===== config.mk =====
export PLATFORM = sky130hd
export DESIGN_NAME = uart_tx_frame
export DESIGN_NICKNAME = d
export VERILOG_FILES = /design/src/rtl/uart_tx_frame.sv
export SDC_FILE = /design/constraint.sdc
export NUM_CORES = 1
export LEC_CHECK = 0
export BUFFER_PORTS_ARGS = -buffer_cell sky130_fd_sc_hd__clkbuf_2
export CORE_AREA = 2 2 100 102
export CTS_BUF_LIST = sky130_fd_sc_hd__clkbuf_8
export CTS_CLUSTER_SIZE = 10
export DETAILED_ROUTE_END_ITERATION = 7
export DIE_AREA = 0 0 102 104
export GPL_TIMING_DRIVEN = 0
export PLACE_DENSITY = 0.84
export SYNTH_ARGS = -nofsm -noshare
export SYNTH_HDL_FRONTEND = slang
export SYNTH_SLANG_ARGS = --single-unit
export TNS_END_PERCENT = 20

===== constraint.sdc =====
create_clock -name clk -period 3.2 [get_ports clk]
set_clock_uncertainty 0.05 [all_clocks]
set_input_delay 0.48 -clock clk [delete_from_list [all_inputs] [get_ports clk]]
set_output_delay 0.48 -clock clk [all_outputs]
set_load 0.005 [all_outputs]

===== src/rtl/uart_tx_frame.sv =====
// Frames found nonces as HEADER + nonce bytes (MSB first) + XOR checksum and feeds them
// one byte at a time to a UART transmitter, pacing on its done pulse with a watchdog.
module uart_tx_frame #(
    parameter int unsigned NONCE_WID   = 32,
    parameter logic [7:0]  HEADER      = 8'hAA,
    parameter int unsigned TIMEOUT_CYC = 200000
) (
    input  logic                 clk,
    input  logic                 rst,
    input  logic [NONCE_WID-1:0] iv_nonce,
    input  logic                 i_nonce_vld,
    output logic                 o_ready,
    output logic [7:0]           ov_tx_data,
    output logic                 o_tx_data_vld,
    input  logic                 i_tx_done,
    output logic                 o_frame_done,
    output logic                 o_overflow,
    output logic                 o_timeout
);
    localparam int unsigned BYTE_NUM = NONCE_WID / 8;
    localparam int unsigned IDX_W    = $clog2(BYTE_NUM + 3);
    localparam int unsigned WD_W     = (TIMEOUT_CYC > 1) ? $clog2(TIMEOUT_CYC) : 1;

    localparam logic [IDX_W-1:0] LAST_IDX = IDX_W'(BYTE_NUM + 1);
    localparam logic [WD_W-1:0]  WD_LAST  = WD_W'(TIMEOUT_CYC - 1);

    localparam logic [2:0] S_IDLE = 3'd0;
    localparam logic [2:0] S_LOAD = 3'd1;
    localparam logic [2:0] S_SEND = 3'd2;
    localparam logic [2:0] S_WAIT = 3'd3;
    localparam logic [2:0] S_FIN  = 3'd4;

    logic [2:0]           state;
    logic [NONCE_WID-1:0] active_nonce;
    logic                 active_vld;
    logic [NONCE_WID-1:0] pending_nonce;
    logic                 pending_vld;
    logic [IDX_W-1:0]     byte_idx;
    logic [7:0]           checksum;
    logic [WD_W-1:0]      wdog;
    logic [7:0]           nonce_byte;
    logic [7:0]           cur_byte;
    logic                 accept;
    logic                 to_active;

    // FIN frees the pending slot in the same cycle it is promoted, so a strobe there is legal.
    assign o_ready   = ~pending_vld | (state == S_FIN);
    assign accept    = i_nonce_vld & o_ready;
    assign to_active = accept && (state == S_IDLE) && !active_vld && !pending_vld;

    always_comb begin
        nonce_byte = '0;
        for (int unsigned i = 0; i < BYTE_NUM; i++) begin
            if (byte_idx == IDX_W'(i + 1)) begin
                nonce_byte = active_nonce[NONCE_WID-8-8*i +: 8];
            end
        end
    end

    always_comb begin
        cur_byte = nonce_byte;
        if (byte_idx == '0) begin
            cur_byte = HEADER;
        end else if (byte_idx == LAST_IDX) begin
            cur_byte = checksum;
        end
    end

    always_ff @(posedge clk or negedge rst) begin
        if (!rst) begin
            state         <= S_IDLE;
            active_nonce  <= '0;
            active_vld    <= 1'b0;
            pending_nonce <= '0;
            pending_vld   <= 1'b0;
            byte_idx      <= '0;
            checksum      <= '0;
            wdog          <= '0;
            ov_tx_data    <= '0;
            o_tx_data_vld <= 1'b0;
            o_frame_done  <= 1'b0;
            o_overflow    <= 1'b0;
            o_timeout     <= 1'b0;
        end else begin
            o_tx_data_vld <= 1'b0;
            o_frame_done  <= 1'b0;
            if (i_nonce_vld && !o_ready) begin
                o_overflow <= 1'b1;
            end

            case (state)
                S_IDLE: begin
                    if (active_vld) begin
                        state <= S_LOAD;
                    end else if (pending_vld) begin
                        active_nonce <= pending_nonce;
                        active_vld   <= 1'b1;
                        pending_vld  <= 1'b0;
                        state        <= S_LOAD;
                    end else if (to_active) begin
                        active_nonce <= iv_nonce;
                        active_vld   <= 1'b1;
                        state        <= S_LOAD;
                    end
                end
                S_LOAD: begin
                    byte_idx <= '0;
                    checksum <= '0;
                    wdog     <= '0;
                    state    <= S_SEND;
                end
                S_SEND: begin
                    ov_tx_data    <= cur_byte;
                    o_tx_data_vld <= 1'b1;
                    checksum      <= checksum ^ nonce_byte;
                    state         <= S_WAIT;
                end
                S_WAIT: begin
                    if (i_tx_done) begin
                        byte_idx <= byte_idx + 1'b1;
                        wdog     <= '0;
                        if (byte_idx == LAST_IDX) begin
                            o_frame_done <= 1'b1;
                            state        <= S_FIN;
                        end else begin
                            state <= S_SEND;
                        end
                    end else if (wdog == WD_LAST) begin
                        o_timeout <= 1'b1;
                        wdog      <= '0;
                        state     <= S_FIN;
                    end else begin
                        wdog <= wdog + 1'b1;
                    end
                end
                S_FIN: begin
                    if (pending_vld) begin
                        active_nonce <= pending_nonce;
                        pending_vld  <= 1'b0;
                        state        <= S_LOAD;
                    end else begin
                        active_vld <= 1'b0;
                        state      <= S_IDLE;
                    end
                end
                default: state <= S_IDLE;
            endcase

            if (accept && !to_active) begin
                pending_nonce <= iv_nonce;
                pending_vld   <= 1'b1;
            end
        end
    end
endmodule


# Yosys cells after proc, flatten, opt, wreduce, memory -nomap -nowiden
# Cells that the tools add are included.
# word_totals
reg_bits	110
latch_bits	0
ramBits	0
mem_bits_ro	0
input_bits	36
out_inout_bits	13
word_cells	96
memories	0
# op_classes
add_sub_neg	2
mul	0
n_div	0
magnitude_cmp	0
n_eq_ne	18
shift	0
muxes	37
bitwise	5
reduce_logical	21
# ops
operator	n
$mux 32	4
$pmux 32 s2	1
$mux 8	6
$mux 18	2
$pmux 18 s2	1
$mux 3	7
$add 18x1->18 const B	1
$eq 18x18->1 const B	1
$pmux 8 s2	1
$pmux 3 s5	1
$eq 3x2->1 const B	4
$mux 1	11
$eq 3x3->1 const B	3
$ne 2x2->1 const B	4
$reduce_and 2->1	4
$xor 8x8->8	1
$eq 3x1->1 const B	2
$logic_not 3->1	2
$ne 3x3->1 const B	2
$pmux 3 s2	1
$reduce_bool 2->1	3
$logic_and 1x1->1	5
$logic_not 1->1	4
$ne 4x4->1 const B	1
9 further kinds	11

# Depth between registers and ports, before layout
# Gate-level depths: netlist of the first run.
# depth
depth_word	10
depth_mapped	10
depth_no_buf	7

# Worst setup path after synthesis of the first run
# OpenSTA, ideal clock, no wires.
# synth_timing
path_kind	register to register
from	register byte_idx[2]
to	register checksum[2]
setup_time_ns	0.069
arrival_time_ns	2.124
required_ns	3.081
slack_ns	0.958
stages_incl_launch_ff	10
n_path_buf	3
synth_period_minus_slack_ns	2.242
path_cell_list	dfrtp_1 > clkbuf_1 > inv_1 > ha_1 > buf_2 > buf_2 > a221oi_1 > a221oi_1 > or4_1 > nand3_1
# synth_between
elab_chain_cells	7
elab_cells_between_ends	10
classes_between	4 x eq/ne; 5 x mux; 1 x bitwise
# synth_rtl
item	line_no	rtl
from (decl)	38	logic [IDX_W-1:0] byte_idx;
from (signal assigned)	120	byte_idx <= byte_idx + 1'b1;
$eq 3x1->1	54	if (byte_idx == IDX_W'(i + 1)) begin
$mux 8 (3 in series)	54	
$mux 8 (*)	54	
$xor 8x8->8 (*)	115	checksum <= checksum ^ nonce_byte;
$pmux 8 s2 (*)	91	case (state)
to (signal assigned)	115	
to (decl)	39	logic [7:0] checksum;
# Mark *: on every way between the ends. The rest lies on a longest branch, timed or not.
# A chain may end at the register's enable or synchronous reset.

# Final worst setup path of the first run
# layout_timing
from	register byte_idx[2]
to	register ov_tx_data[2]
# layout_between
elab_chain_cells	7
elab_cells_between_ends	12
classes_between	5 x eq/ne; 6 x mux; 1 x reduce/logical
# layout_rtl
item	line_no	rtl
$eq 3x1->1	54	
$mux 8 (4 in series)	54	
$mux 8	64	end else if (byte_idx == LAST_IDX) begin
$mux 8 (*)	62	if (byte_idx == '0) begin
to (signal assigned)	113	ov_tx_data <= cur_byte;
to (decl)	13	output logic [7:0] ov_tx_data,
# Marks and branches as above.

==> results of run 1 <==
cells by family (layout without fill, tap and decap cells):
| kind of cell | count (synthesis) | count (layout) |
|---|---|---|
| compound gates | 130 | 130 |
| fa+ha+maj | 6 | 6 |
| buf+inv | 53 | 117 |
| flops | 110 | 110 |
| mux | 65 | 65 |
| simple gates | 181 | 181 |
worst reg2reg max path, delay by kind of cell, from the launching register on:
kind | cells | cell delay, ns
AOI/OAI and AO/OA | 3 | 0.98
DFF | 1 | 0.45
adders and majority gates | 1 | 0.25
buffers and inverters | 4 | 0.98
and+or+nand+nor | 1 | 0.14
placed cells by master, fill, tap and decap left out, types with 3 or more instances in the layout:
| master | Yosys | routed |
|---|---|---|
| a21oi_1 | 29 | 29 |
| a221oi_1 | 7 | 7 |
| a22o_1 | 7 | 7 |
| a31oi_1 | 6 | 6 |
| buf_2 | 9 | 9 |
| buf_4 | 3 | 3 |
| buf_6 | 6 | 6 |
| clkbuf_1 | 16 | 16 |
| clkbuf_2 | 2 | 49 |
| clkbuf_8 | 1 | 11 |
| dfrtp_1 | 110 | 110 |
| ha_1 | 6 | 6 |
| inv_1 | 14 | 14 |
| mux2_2 | 32 | 32 |
| mux2i_1 | 33 | 33 |
| nand2_1 | 67 | 67 |
| nand2b_1 | 6 | 6 |
| nand3_1 | 23 | 23 |
| nand3b_1 | 16 | 16 |
| nand4_1 | 12 | 12 |
| nor2_1 | 14 | 14 |
| nor2b_1 | 6 | 6 |
| nor3_1 | 6 | 6 |
| o2111ai_1 | 4 | 4 |
| o211ai_1 | 5 | 5 |
| o21ai_0 | 49 | 49 |
| o311ai_0 | 4 | 4 |
| o31ai_1 | 8 | 8 |
| or3_1 | 7 | 7 |
| or4_1 | 7 | 7 |
power breakdown:
part / internal [mW] / total (mW) / switching [mW] / leakage [nW]
combinational: 0.755 / 1.73 / 0.973 / 1.16
clock: 0.294 / 0.805 / 0.511 / 0.0930
sequential: 1.79 / 2.06 / 0.262 / 1.44
registers in the layout, indices dropped and copies added, names as in the netlist, 3 cells and up:
register and count:
wdog 18, active_nonce 32, byte_idx 3, ov_tx_data 8, checksum 8, pending_nonce 32
state 3
routing by layer:
layer  GRT usage  part of all wire  wire [um]
met1      0.3329              0.43       5300
met2      0.3741              0.47       5807
met3     0.06788             0.064        789
met4     0.09905             0.030        363
met5           0                 0          0
final timing paths:
check	from	end	slack [ns]	depth (start not counted)
max	byte_idx[2]	ov_tx_data[2]	0.24	9
min in group clk	iv_nonce[14]	pending_nonce[14]	0.27	2
min reg2reg	o_overflow	o_overflow	0.43	1
max reg2reg	byte_idx[2]	ov_tx_data[2]	0.24	9
max in group asynchronous	rst	pending_nonce[21]	2.38	1
min	rst	o_tx_data_vld	0.11	1
area by class of cell:
cell class	instances	area (um^2)
sequential	110	2753
clock buffer	9	123.9
inverter	14	52.55
tap	133	166.4
fill	799	3385
buffer	39	237.7
timing repair buffer	48	249.0
multi-input combinational	382	2525
clock inverter	7	57.56
stage by stage:
stage	power [mW]	area [um^2]	utilization	setup slack, ns	hold WS [ns]
2_1_floorplan	3.265	5568	-	0.9577	0.1344
3_3_place_gp	3.683	5974	0.6257	0.1382	0.4023
3_5_place_dp	3.780	5983	0.6266	0.4095	0.4072
4_1_cts	4.588	6165	0.6456	0.3549	0.1697
5_1_grt	4.889	6165	0.6456	0.03282	0.2078
6_report	4.589	6165	0.6456	0.2436	0.1092
==> results.md, run 1 <==
* Worst-margin pin slew at 0.8717 ns
* 1st-iter DRT viols at ~280
* Slew HR at 0.4189
* Yosys top cell by area: dfrtp_1
* Num ports at 49
* Number of flops mapped to enable cells by yosys at 0
* Post-synthesis cell count at 545
* CTS Hold Bufs at 0
* WP buf/inv at 4
* Syn Std Cell Area at 0.005568 mm^2
* Compound-Gate Fraction of Synth Area at 0.1452
* Final WL at between 10000 and 15000 um
* Initial antenna violation count at 0
* Antenna Nets Post-Route at 0
* Core Area at between 0.009 and 0.01 mm^2
* Fmax at 0.3382 GHz
* Maximum vdd drop at 0.0005621 V
* Yosys warns at 0
* Vias per cell at 6.042
* Simple-gate share of the synthesized area at 0.1708
* First-pass GRT wire length at 20640 um
* CTS tree: built
* Num Clock Sinks at 110
* 1st-pass router iterations at 5
* Dominant cells by area after synthesis: dfrtp_1 (49%), mux2_2 (6.5%), mux2i_1 (5.9%)
* Port bufs at 48
* Clock latency on the worst-skew pair at roughly 0.4 ns
* RSZ-0062 raised after global routing: false
* Leak at 2.685 nW
* Share of cells above drive strength 1 at 0.2085
* Placed cell count at 726
* Count leader, synth: dfrtp_1
* Initial core utilization at 0.5831
* Status: finished clean
* Drc violations at 0
* Routed via count at 4483
* Fin crit share at 0.9239
* Max Cap Viol at 0
* Fin. Hold Viols at 0
* Kind of cell adding the most delay to the critical path: buffers and inverters
* Tmin final at between 2 and 3 ns
* Total Nets Final at 646
* RD Place Congestion at approximately 0.9
* Post-Synth XOR/XNOR Area at 0
* Mux cell area share after synthesis at 0.1240
* Startpoint types: register
* GRT Total Usage at 0.2457
* Slowest stage delay, CP at between 0.6 and 0.7 ns
* PostCTS Resize Cnt at 0
* Via count of the first global-routing pass at 4402
* Max-slew violation count at 0
* Width of the die at slightly above 100 um
* Final Non-Filler Cells at 742
* Post-synthesis async set-or-reset flop share at 1.000
* Main synth FF type: dfrtp_1
* Post-CTS setup buffer count at 0
* P per Cell Area at approximately 740 mW/mm^2
* Final setup violation count at 0
* Crit. End Element: register
* Worst min path class: in2async
* N_diodes at 0
* Area Growth Syn to Fin at 10.72%
* Share of the synthesized area in the top cell type at 0.4944
* Largest net degree at the start of global routing at 111
* Congestion Overflow GR at 0
* Setup TNS at 0 ns
* Worst-path clk slew at 0.11 ns
* Avg WL per Cell at around 17 um
* Library cells used by synthesis at 53
* Adder-Cell Fraction of Synth Area at 0.01348
* Die Ht at 104 um
* CP Class: reg2reg
* Largest family of logic cells by synthesized area: simple AND/OR/NAND/NOR gates
* Average cell area after synthesis at between 10 and 15 um^2
* Worst endpoint required time at 3.45 ns
* Syn_nets at ~600
* Die area at 0.01061 mm^2
* Detailed placement HPWL at 8602 um
* Root buffer cell: clkbuf_8
* Post-synthesis register bit count at 110
* CP Max Fanout at 10
* Commonest cells post-synth: dfrtp_1 (110), nand2_1 (67), o21ai_0 (49), mux2i_1 (33), mux2_2 (32)
* Sequential fraction of the synthesis area at 0.4944
* CTS H-Tree Depth at 3
* Arrival time at the worst endpoint at approximately 3.2 ns
* Num CTS Buffers at 9
* Worst-path cell with the longest stage delay: a221oi_1
* CP Cell Sequence: clkbuf_1 -> inv_1 -> ha_1 -> buf_2 -> nor2b_1 -> clkbuf_2 -> a221oi_1 -> a21oi_1 -> a22o_1
* Site Rows at 36
* Maximum clock insertion buffer count at 2
Note: power is estimated with default switching activity, not from simulation.
==> inputs of run 2 (changes only) <==
Settings changed: BUFFER_PORTS_ARGS -buffer_cell sky130_fd_sc_hd__clkbuf_2 to unset, DONT_BUFFER_PORTS set to 1, PLACE_DENSITY 0.84 to 0.79.
Clock period 3.2 ns to 3.05 ns, I/O delays scaled along.
==> results.md, run 2 (synthesis results as in run 1) <==
* GRT Total Usage at 0.2462 (+0.0004584)
* Routed via count at 4237 (-5.5%)
* Commonest non-fill, non-tap cell in the layout: dfrtp_1
* Area Growth Syn to Fin at 7.438%
* Width of the die at 102 um (unchanged)
* Maximum vdd drop at 0.0005051 V (-10%)
* N_diodes at 0 (unchanged)
* Combinational power share at 0.361 (-0.016)
* CP Cell Sequence: clkbuf_1 -> inv_1 -> ha_1 -> buf_2 -> nor2b_1 -> clkbuf_2 -> a221oi_1 -> a21oi_1 -> a22o_1
* Filler instances at 789 (-1.3%)
* Initial core utilization at 0.5831 (unchanged)
* Most frequent cells in the layout: dfrtp_1 (110), nand2_1 (67), o21ai_0 (49)
* R2R Setup Slk at 0.04 ns (-0.20 ns)
* Root buffer cell: clkbuf_8
* Site Rows at 36 (unchanged)
* Setup ws final at 0.04211 ns (-0.2015 ns)
* Clock power share at 0.190 (+0.015)
* Tmin final at 3.008 ns (+0.05148 ns)
* Max-slew violation count at 0 (unchanged)
* Slew HR at 0.5349 (+0.1160)
* Detailed placement HPWL at 8468 um (-1.6%)
* Startpoint types: register
* R2r endpoint: ov_tx_data[0]
* Sw frac at 0.3741 (-0.006444)
* 1st-pass router iterations at 5 (unchanged)
* Fin. Hold Viols at 0 (unchanged)
* Worst min path class: in2reg
* Drc violations at 0 (unchanged)
* Final setup violation count at 0 (unchanged)
* Worst endpoint required time at 3.30 ns (-0.15 ns)
* CP Class: reg2reg
* Largest registers: active_nonce: 32 flops, pending_nonce: 32 flops, wdog: 18 flops
* Leak at 2.514 nW (-6.4%)
* Via count of the first global-routing pass at 4171 (-5.2%)
* Core Area at 0.009549 mm^2 (unchanged)
* Num CTS Buffers at 9 (unchanged)
* Net Sw Power at 1.806 mW (+3.5%)
* Status: finished clean
* Port bufs at 0 (-100%)
* Die area at 0.01061 mm^2 (unchanged)
* Setup TNS at 0 ns (unchanged)
* Worst-path cell with the longest stage delay: a221oi_1
* 1st-iter DRT viols at 262 (-7.4%)
* Vias per cell at 6.088 (+0.76%)
* Int Pwr at 3.023 mW (+6.3%)
* First-pass GRT wire length at 20230 um (-2.0%)
* RR Startpoint: byte_idx[2]
* Num ports at 49 (unchanged)
* Final WL at 12160 um (-0.80%)
* CTS tree: built
* Worst-path clk slew at 0.11 ns (about the same)
* P per Cell Area at 807.3 mW/mm^2 (+8.5%)
* Worst Setup EP: ov_tx_data[0]
* Die Ht at 104 um (unchanged)
* Avg WL per Cell at 17.47 um (+5.8%)
* Worst-margin pin slew at 0.6977 ns (-0.1740 ns)
* Slowest stage delay, CP at 0.63 ns (+0.02 ns)
* R2R cell count at 9 (unchanged)
* Fin crit share at 0.9862 (+0.06231)
* Setup WS pre-CTS at 0.2088 ns (-0.2007 ns)
* Share of cells above drive strength 1 at 0.1421 (-0.06644)
* Post-CTS setup buffer count at 0 (unchanged)
* Num Clock Sinks at 110 (unchanged)
* RD Place Congestion at 0.9053 (+0.12%)
* Maximum clock insertion buffer count at 2 (unchanged)
* Hold path start: iv_nonce[17]
* Total Nets Final at 600 (-7.1%)
* Initial antenna violation count at 0 (unchanged)
* Final Util at 0.6264 (-0.01913)
* Clock latency on the worst-skew pair at 0.41 ns (about the same)
* CTS H-Tree Depth at 3 (unchanged)
* Congestion Overflow GR at 0 (unchanged)
* Largest net degree at the start of global routing at 111 (unchanged)
* Seq pwr share at 0.449 (about the same)
* RSZ-0062 raised after global routing: true
* Arrival time at the worst endpoint at 3.26 ns (+0.05 ns)
* Max Cap Viol at 0 (unchanged)
* Crit. End Element: register
* Antenna Nets Post-Route at 0 (unchanged)
* Fmax at 0.3325 GHz (-1.7%)
* CP Max Fanout at 10 (unchanged)
* Crit path from: byte_idx[2]
run 2: layout make-up:
class / instances / area [um^2] / area share
clock inverter: 7 / 73.82 / 0.01234
sequential: 110 / 2753 / 0.4602
inverter: 14 / 52.55 / 0.008785
timing repair buffer: 2 / 37.54 / 0.006275
tap: 133 / 166.4 / 0.02782
buffer: 39 / 237.7 / 0.03974
clock buffer: 9 / 123.9 / 0.02071
multi-input combinational: 382 / 2537 / 0.4242
run 2: per-stage QoR:
stage               hold WS [ns]  cell area, um^2  power [mW]  instances
floorplan                 0.1119             5568       3.426        545
detailed placement        0.1169             5734       3.875        678
global placement          0.1189             5734       3.783        678
finish                    0.1337             5982       4.829        696
CTS                      -0.3224             5932       4.777        694
global route              0.1114             5982       5.140        696
run 2: timing repair:
| action | CTS | global route |
|---|---|---|
| hold endpoints to repair | 110 | 110 |
| gates resized for setup | 0 | 2 |
| setup endpoints to repair | 0 | 2 |
run 2: how the worst min path moves through the flow:
stage | slack (ns) | end | depth (start not counted)
global route | 0.11 | pending_nonce[19] | 1
finish | 0.13 | pending_nonce[17] | 1
floorplan | 0.11 | active_nonce[0] | 0
CTS | -0.32 | wdog[0] | 0
detailed placement | 0.12 | ov_tx_data[0] | 0
global placement | 0.12 | o_tx_data_vld | 0
run 2: power groups by stage:
stage	Combinational, mW	Clock [mW]	Sequential (mW)
detailed placement	1.68	0	2.19
finish	1.74	0.917	2.17
global placement	1.62	0	2.16
CTS	1.69	0.921	2.16
global route	1.94	0.986	2.22
floorplan	1.33	0	2.10
run 2: critical path: cells and delay by family, from the launching register on:
family          cells  cell delay (ns)
buf+inv             4             0.99
compound gates      3             0.99
flops               1             0.46
fa+ha+maj           1             0.25
simple gates        1             0.14
run 2: routing by layer:
metal	wire [um]	vias up	global-route usage
met1	5154	2054	0.3294
met5	0	-	0
met3	774	24	0.08266
met4	310	0	0.09714
li1	-	2009	-
met2	5921	150	0.3698
==> inputs of run 3 (changes only) <==
Clock period 3.05 ns to 3.39 ns, I/O delays scaled along.
==> results.md, run 3 (synthesis results as in run 1) <==
* Worst endpoint required time at 3.64 ns (+0.34 ns)
* Hold path start: iv_nonce[17]
* Initial core utilization at 0.5831 (unchanged)
* Tmin final at 2.990 ns (-0.01837 ns)
* CTS H-Tree Depth at 3 (unchanged)
* CTS Hold Bufs at 1
* Fmax at 0.3345 GHz (+0.61%)
* Antenna Nets Post-Route at 0 (unchanged)
* CP Cell Sequence: clkbuf_1 -> inv_1 -> ha_1 -> buf_2 -> nor2b_1 -> clkbuf_2 -> a221oi_1 -> a21oi_1 -> a22o_1
* Avg WL per Cell at 17.59 um (+0.66%)
* WP buf/inv at 4 (unchanged)
* Combinational power share at 0.361 (about the same)
* P per Cell Area at 726.4 mW/mm^2 (-10%)
* Post-CTS setup buffer count at 0 (unchanged)
* Routed via count at 4215 (-0.52%)
* Worst-path clk slew at 0.11 ns (about the same)
* Commonest non-fill, non-tap cell in the layout: dfrtp_1
* Drc violations at 0 (unchanged)
* 1st-iter DRT viols at 249 (-5.0%)
* Share of cells above drive strength 1 at 0.1385 (-0.003552)
* Worst min path class: in2reg
* Area Growth Syn to Fin at 7.214%
* CTS tree: built
* Final setup violation count at 0 (unchanged)
* Initial antenna violation count at 0 (unchanged)
* Worst-margin pin slew at 0.6920 ns (-0.005703 ns)
* Fin crit share at 0.8819 (-0.1043)
* R2r endpoint: ov_tx_data[2]
* CP Class: reg2reg
* 1st-pass router iterations at 6 (+1)
* Num ports at 49 (unchanged)
* Setup TNS at 0 ns (unchanged)
* First-pass GRT wire length at 20230 um (unchanged)
* Largest registers: active_nonce: 32 flops, pending_nonce: 32 flops, wdog: 18 flops
* Filler instances at 792 (+0.38%)
* Max Cap Viol at 0 (unchanged)
* Maximum clock insertion buffer count at 2 (unchanged)
* Largest net degree at the start of global routing at 111 (unchanged)
* Num CTS Buffers at 9 (unchanged)
* Int Pwr at 2.716 mW (-10%)
* Die area at 0.01061 mm^2 (unchanged)
* CP Max Fanout at 10 (unchanged)
* Area taken by multi-input logic gates at 0.002525 mm^2 (-0.49%)
* Status: finished clean
* Fin Hold WS at 0.1952 ns (+0.06153 ns)
* Max-slew violation count at 0 (unchanged)
* Leak at 2.508 nW (-0.24%)
* Arrival time at the worst endpoint at 3.24 ns (-0.02 ns)
* Sw frac at 0.3736 (-0.0004179)
* Most frequent cells in the layout: dfrtp_1 (110), nand2_1 (67), o21ai_0 (49)
* N_diodes at 0 (unchanged)
* Hold EP: pending_nonce[17]
* Vias per cell at 6.056 (-0.52%)
* R2R Setup Slk at 0.40 ns (+0.36 ns)
* Detailed placement HPWL at 8468 um (unchanged)
* PostCTS Resize Cnt at 0 (unchanged)
* Net Sw Power at 1.620 mW (-10%)
* Worst-path cell with the longest stage delay: a221oi_1
* Clock latency on the worst-skew pair at 0.40 ns (about the same)
* Port bufs at 0 (unchanged)
* Num Clock Sinks at 110 (unchanged)
* R2R cell count at 9 (unchanged)
* Slowest stage delay, CP at 0.63 ns (about the same)
* Kind of cell adding the most delay to the critical path: buffers and inverters
* Core Area at 0.009549 mm^2 (unchanged)
* Die Ht at 104 um (unchanged)
* Startpoint types: register
* RSZ-0062 raised after global routing: false
* RR Startpoint: byte_idx[2]
* Site Rows at 36 (unchanged)
* Critical Path Stages at 9 (unchanged)
* Crit. End Element: register
* Clock power share at 0.190 (about the same)
* GRT Total Usage at 0.2460 (about the same)
* Hold path depth at 1 (unchanged)
* Congestion Overflow GR at 0 (unchanged)
* RD Place Congestion at 0.9053 (unchanged)
* Root buffer cell: clkbuf_8
* Fin. Hold Viols at 0 (unchanged)
* Slew HR at 0.5387 (+0.003802)
* Total Nets Final at 600 (unchanged)
* Maximum vdd drop at 0.0004536 V (-10%)
* Via count of the first global-routing pass at 4172 (+0.024%)
* Final WL at 12240 um (+0.66%)
* Register area at 0.002753 mm^2 (unchanged)
* Width of the die at 102 um (unchanged)
* Seq pwr share at 0.450 (about the same)
==> run 3: per-stage QoR <==
| stage | utilization | instances | worst slack (ns) | total power, mW | area [um^2] |
|---|---|---|---|---|---|
| final | 0.6251 | 696 | 0.4005 | 4.336 | 5969 |
| after global routing | 0.6251 | 696 | 0.2644 | 4.613 | 5969 |
| after CTS | 0.6241 | 695 | 0.4916 | 4.327 | 5959 |
| after detailed placement | 0.6005 | 678 | 0.5488 | 3.486 | 5734 |
| after global placement | 0.6005 | 678 | 0.5919 | 3.403 | 5734 |
| after floorplan | - | 545 | 1.148 | 3.082 | 5568 |
==> run 3: power by group through the flow <==
stage	Combinational (mW)	Sequential, mW	Clock [mW]
finish	1.56	1.95	0.822
global route	1.73	1.99	0.887
CTS	1.55	1.94	0.829
detailed placement	1.51	1.97	0
global placement	1.46	1.95	0
floorplan	1.19	1.89	0
==> run 3: worst max path at each step <==
stage	end	from
after floorplan	checksum[2]	byte_idx[2]
after global placement	ov_tx_data[4]	byte_idx[2]
after detailed placement	ov_tx_data[4]	byte_idx[2]
after CTS	ov_tx_data[2]	byte_idx[2]
after global routing	ov_tx_data[2]	byte_idx[2]
final	ov_tx_data[2]	byte_idx[2]
==> run 3: area by class of cell <==
class                      instances  share of cell area
buffer                            39             0.03982
clock buffer                       9             0.02075
clock inverter                     7             0.01237
inverter                          14            0.008803
multi-input combinational        382              0.4230
sequential                       110              0.4611
tap                              133             0.02788
timing repair buffer               2            0.006288
==> run 3: routing by layer <==
| layer | up-vias | global-route usage | wire, um |
|---|---|---|---|
| met3 | 27 | 0.08132 | 770 |
| met4 | 0 | 0.09238 | 305 |
| met1 | 2044 | 0.3263 | 5233 |
| met5 | - | 0 | 0 |
| met2 | 133 | 0.3759 | 5932 |
| li1 | 2011 | - | - |
==> run 3: worst reg2reg max path, stage by stage (launching register included) <==
cell and delay [ns]:
dfrtp_1 0.44, clkbuf_1 0.40, inv_1 0.26, ha_1 0.26, buf_2 0.16, nor2b_1 0.14
clkbuf_2 0.18, a221oi_1 0.63, a21oi_1 0.15, a22o_1 0.21
